**src/rtl/debounce_sync_if.sv**
```systemverilog
// Signal bundle between a debounced-input consumer and debounce_sync.
// master drives the raw input and clear; slave (the debouncer) returns the qualified level.
interface debounce_sync_if;
    logic       din;
    logic       glitch_clr;
    logic       level;
    logic       rise;
    logic       fall;
    logic       busy;
    logic [7:0] glitch_cnt;

    modport master (
        output din,
        output glitch_clr,
        input  level,
        input  rise,
        input  fall,
        input  busy,
        input  glitch_cnt
    );

    modport slave (
        input  din,
        input  glitch_clr,
        output level,
        output rise,
        output fall,
        output busy,
        output glitch_cnt
    );
endinterface

```
**src/rtl/debounce_sync.sv**
```systemverilog
// Synchronizes an asynchronous input and accepts a level change only after it has been
// stable for STABLE_CYC synchronized samples; rejected candidates are counted as glitches.
module debounce_sync #(
    parameter int SYNC_STAGES = 2,
    parameter int STABLE_CYC  = 16
) (
    input  logic             clk,
    input  logic             rstn,
    debounce_sync_if.slave   bus
);

    typedef enum logic [1:0] {
        S_LO      = 2'd0,
        S_WAIT_HI = 2'd1,
        S_HI      = 2'd2,
        S_WAIT_LO = 2'd3
    } state_t;

    localparam logic [7:0] LAST_CNT = 8'(STABLE_CYC - 1);

    logic [SYNC_STAGES-1:0] r_sync;
    state_t                 r_state;
    logic [7:0]             r_cnt;
    logic                   r_level;
    logic                   r_rise;
    logic                   r_fall;
    logic [7:0]             r_glitch_cnt;
    logic                   w_din_s;
    logic                   w_glitch;

    function automatic logic [7:0] sat_inc(input logic [7:0] v);
        return (v == 8'hFF) ? v : v + 8'd1;
    endfunction

    // Only the first synchronizer flop touches the asynchronous din.
    always_ff @(posedge clk or negedge rstn) begin
        if (!rstn) begin
            r_sync <= '0;
        end else begin
            r_sync <= {r_sync[SYNC_STAGES-2:0], bus.din};
        end
    end

    assign w_din_s  = r_sync[SYNC_STAGES-1];
    assign w_glitch = ((r_state == S_WAIT_HI) && !w_din_s) ||
                      ((r_state == S_WAIT_LO) &&  w_din_s);

    always_ff @(posedge clk or negedge rstn) begin
        if (!rstn) begin
            r_state      <= S_LO;
            r_cnt        <= '0;
            r_level      <= 1'b0;
            r_rise       <= 1'b0;
            r_fall       <= 1'b0;
            r_glitch_cnt <= '0;
        end else begin
            r_rise <= 1'b0;
            r_fall <= 1'b0;
            case (r_state)
                S_LO: begin
                    if (w_din_s) begin
                        r_state <= S_WAIT_HI;
                        r_cnt   <= 8'd1;
                    end
                end
                S_WAIT_HI: begin
                    if (!w_din_s) begin
                        r_state <= S_LO;
                        r_cnt   <= '0;
                    end else if (r_cnt == LAST_CNT) begin
                        r_state <= S_HI;
                        r_cnt   <= '0;
                        r_level <= 1'b1;
                        r_rise  <= 1'b1;
                    end else begin
                        r_cnt <= r_cnt + 8'd1;
                    end
                end
                S_HI: begin
                    if (!w_din_s) begin
                        r_state <= S_WAIT_LO;
                        r_cnt   <= 8'd1;
                    end
                end
                S_WAIT_LO: begin
                    if (w_din_s) begin
                        r_state <= S_HI;
                        r_cnt   <= '0;
                    end else if (r_cnt == LAST_CNT) begin
                        r_state <= S_LO;
                        r_cnt   <= '0;
                        r_level <= 1'b0;
                        r_fall  <= 1'b1;
                    end else begin
                        r_cnt <= r_cnt + 8'd1;
                    end
                end
                default: begin
                    r_state <= S_LO;
                    r_cnt   <= '0;
                end
            endcase

            // A clear coinciding with a glitch keeps that glitch.
            if (bus.glitch_clr) begin
                r_glitch_cnt <= w_glitch ? 8'd1 : 8'd0;
            end else if (w_glitch) begin
                r_glitch_cnt <= sat_inc(r_glitch_cnt);
            end
        end
    end

    assign bus.level      = r_level;
    assign bus.rise       = r_rise;
    assign bus.fall       = r_fall;
    assign bus.busy       = (r_state == S_WAIT_HI) || (r_state == S_WAIT_LO);
    assign bus.glitch_cnt = r_glitch_cnt;

endmodule

```
**src/flat_wrapper.sv**
```systemverilog
// flat-port wrapper written by rule: the top's interface ports become plain ports
module debounce_sync_flat 
#(
    parameter int SYNC_STAGES = 2,
    parameter int STABLE_CYC  = 16
)
  (clk, rstn, bus_din, bus_glitch_clr, bus_level, bus_rise, bus_fall, bus_busy, bus_glitch_cnt);
  debounce_sync_if bus_i ();
  input  logic clk;
  input  logic rstn;
  input wire logic [$bits(bus_i.din)-1:0] bus_din;
  input wire logic [$bits(bus_i.glitch_clr)-1:0] bus_glitch_clr;
  output wire logic [$bits(bus_i.level)-1:0] bus_level;
  output wire logic [$bits(bus_i.rise)-1:0] bus_rise;
  output wire logic [$bits(bus_i.fall)-1:0] bus_fall;
  output wire logic [$bits(bus_i.busy)-1:0] bus_busy;
  output wire logic [$bits(bus_i.glitch_cnt)-1:0] bus_glitch_cnt;
  assign bus_i.din = bus_din;
  assign bus_i.glitch_clr = bus_glitch_clr;
  assign bus_level = bus_i.level;
  assign bus_rise = bus_i.rise;
  assign bus_fall = bus_i.fall;
  assign bus_busy = bus_i.busy;
  assign bus_glitch_cnt = bus_i.glitch_cnt;
  debounce_sync #(.SYNC_STAGES(SYNC_STAGES), .STABLE_CYC(STABLE_CYC)) u_core (.clk(clk), .rstn(rstn), .bus(bus_i));
endmodule
```
**config.mk**
```make
export PLATFORM = sky130hd
export DESIGN_NAME = debounce_sync_flat
export DESIGN_NICKNAME = d
export VERILOG_FILES = /design/src/rtl/debounce_sync_if.sv /design/src/rtl/debounce_sync.sv /design/src/flat_wrapper.sv
export SDC_FILE = /design/constraint.sdc
export NUM_CORES = 1
export LEC_CHECK = 0
export ABC_AREA = 1
export ABC_CLOCK_PERIOD_IN_PS = 1900
export CORE_MARGIN = 1
export CORE_UTILIZATION = 60
export CTS_CLUSTER_DIAMETER = 200
export DETAILED_ROUTE_END_ITERATION = 8
export DONT_BUFFER_PORTS = 1
export PLACE_DENSITY = 0.79
export SETUP_SLACK_MARGIN = 0.3
export SYNTH_ARGS = -nofsm -noshare
export SYNTH_HDL_FRONTEND = slang
export SYNTH_SLANG_ARGS = --single-unit
```
**constraint.sdc**
```tcl
create_clock -name clk -period 1.9 [get_ports clk]
set_clock_uncertainty 0.1 [all_clocks]
set_input_delay 0.57 -clock clk [delete_from_list [all_inputs] [get_ports clk]]
set_output_delay 0.57 -clock clk [all_outputs]
set_load 0.01 [all_outputs]
```
==> results.toml <==
[status]
status = "complete, no violations"

[finish]
final_nets = 173
n_antenna_cell = 0
syn2layout_area_growth_pct = 8.37
layout-drive-gt1-share_pct = 12.0
fin_util_pct = 69.3

[setup_path]
cp-startpoint = "u_core.r_cnt[0]"
reg2reg_from = "u_core.r_cnt[0]"
reg2regPathDepth = 7
cp.required_ps = 2050
critPathArrivalTime_ps = 1690
end_kind = "register"
cp_max_fo = 4
cp-start-kind = "register"
crit_type = "register to register"
r2r_slack_ps = 350

[floorplan]
die_y_um = 47.7
row_count = 16
fp.dieW_um = 47.7
start_util_pct = 64.0
design.die.area_sq_um = 2280
io_pins = 16
design.core.area_sq_um = 1960

[yosys]
synth_cells = 162
syn_nets = 168
async_flop_share_pct = 100
synth_area_leaders = "dfrtp_1 46%, nand2_1 16%, nand3_1 6.8%"
synth.most_common_cell = "nand2_1"
synth_edf_count = 0
syn_area_per_cell_sq_um = 7.75
seq_area_frac_synth_pct = 45.9
synth_area_sq_um = 1250
ys_top_cells_by_count = "53 x nand2_1, 23 x dfrtp_1, 17 x nand3_1, 16 x nor2_1, 15 x inv_1"
yosys_warnings = 0
synth-seq-cells = 23
synth_top_area_share_pct = 45.9
yosysTopAreaCell = "dfrtp_1"
synth-main-ff-cell = "dfrtp_1"
netlist-cell-type-count = 27

[timing]
drv_slew = 0
fin_setup_tns_ps = 0
finalCritPeriodShare_pct = 81.5
finalCriticalPeriod_ps = 1550
slew_headroom_pct = 78.3
setup_viol_count_final = 0
max_freq_mhz = 646
hold_viol_final = 0
rsz0062_at_grt = "true"
tightest_slew_ps = 326

[global_routing]
grt_antenna_before_repair = 0
grt_pass1_vias = 828
grtUsageTotal_pct = 22.5
gr-total-overflow = 0
grt_max_degree = 24
grt_pass1_wl_um = 3460

[routing]
drt-initial-drc-count = 39
wl_per_cell_um = 14.1
drt_first_pass_iters = 4
vias = 1095
drc = 0
postRouteAntennaNets = 0
vias_per_cell = 5.67
wl_um = 2720

[power_and_ir_drop]
ir_drop_v = 0.000797
power_leakage_nw = 0.640
p_per_area_nw_per_um2 = 963

[cts]
clk_latency_ps = 310
cts_max_level = 1
cts_buffer_depth = 2
cts_num_sinks = 23
cts_tree = "done"
cts_buffers = 3
clk_pin_slew_worst_paths_ps = 110
clock-root-buffer = "clkbuf_4"

[run]
drv_cap = 0

[min_path]
worstHoldPathType = "input port to register"

[placed_design]
hpwl_um = 1850
io_buffers = 0
gp_congestion = 0.919
-- per-layer routing --
layer	GRT usage, %	share of wire, %
met1	31.4	42
met5	0	0
met3	7.55	7.4
met2	34.3	50
met4	4.44	0.40
-- worst max-delay path, cell delays in order, from the launching register on --
cell and delay [ps]:
dfrtp_1 410, ha_1 230, nand3_1 210, nor2_4 180, nor2_2 70, nor2_1 130
nand2_1 80, nand2_1 70
-- stage by stage --
stage | hold slack [ps] | setup WS (ps) | instance area [sq um] | instances | power [mW]
2_1_floorplan | 174 | 442 | 1250 | 162 | 0.978
3_3_place_gp | 175 | 307 | 1270 | 186 | 1.02
3_5_place_dp | 175 | 247 | 1270 | 186 | 1.03
4_1_cts | -170 | 316 | 1300 | 190 | 1.26
5_1_grt | 166 | 245 | 1360 | 193 | 1.39
6_report | 184 | 352 | 1360 | 193 | 1.31
-- layout by cell type (no fill, tap or decap), drive strengths merged, types with 3 or more instances in the layout --
cell and instances:
nand3 19, nand2 56, dfrtp 23, inv 16, xor2 5, nor2 18, o21ai 8, clkbuf 4
a21oi 3
-- timing repair --
action | 4_1_cts | 5_1_grt
setup buffers | 0 | 0
pin swaps | 0 | 2
resized for setup | 2 | 7
hold endpoints to repair | 23 | 23
endpoints found under the setup margin | 8 | 13
gates cloned | 0 | 1
-- report_power, final --
group / total [mW] / switching, mW / internal [mW]
clock network: 0.218 / 0.136 / 0.0820
logic: 0.399 / 0.264 / 0.135
registers: 0.693 / 0.129 / 0.563
total: 1.31 / 0.530 / 0.780
-- layout make-up --
cell class / count / area (sq um)
multi-input combinational: 120 / 627
clock buffer: 4 / 26.3
timing repair buffer: 2 / 30.0
fill: 170 / 602
inverter: 17 / 63.8
sequential: 23 / 579
tap: 27 / 33.8
-- how the worst min path moves through the flow --
stage,start,to,slack (ps),cells past startpoint
3_5_place_dp,rstn,u_core.bus.fall,170,0
6_report,bus_din,u_core.r_sync[0],180,0
3_3_place_gp,rstn,u_core.bus.glitch_cnt[2],170,0
2_1_floorplan,rstn,asynchronous set/reset pin,170,0
5_1_grt,bus_din,u_core.r_sync[0],170,0
4_1_cts,rstn,u_core.r_cnt[7],-170,0
-- cells by family after synthesis --
family / after synthesis / share of synthesized area, %
xor gates and xnor gates: 6 / 4.19
adders and majority gates: 2 / 1.99
DFF: 23 / 45.9
AOI/OAI and AO/OA: 16 / 7.78
buffers and inverters: 20 / 6.88
and+or+nand+nor: 95 / 33.3
-- state kept, by name, indices dropped and copies added, names as in the netlist, named ones only --
signal / cells
u_core.r_cnt: 8
u_core.bus.level: 1
u_core.bus.glitch_cnt: 8
u_core.bus.rise: 1
u_core.r_sync: 2
u_core.r_state: 1
u_core.bus.fall: 1
No activity file was read; power rests on OpenSTA's default activity.
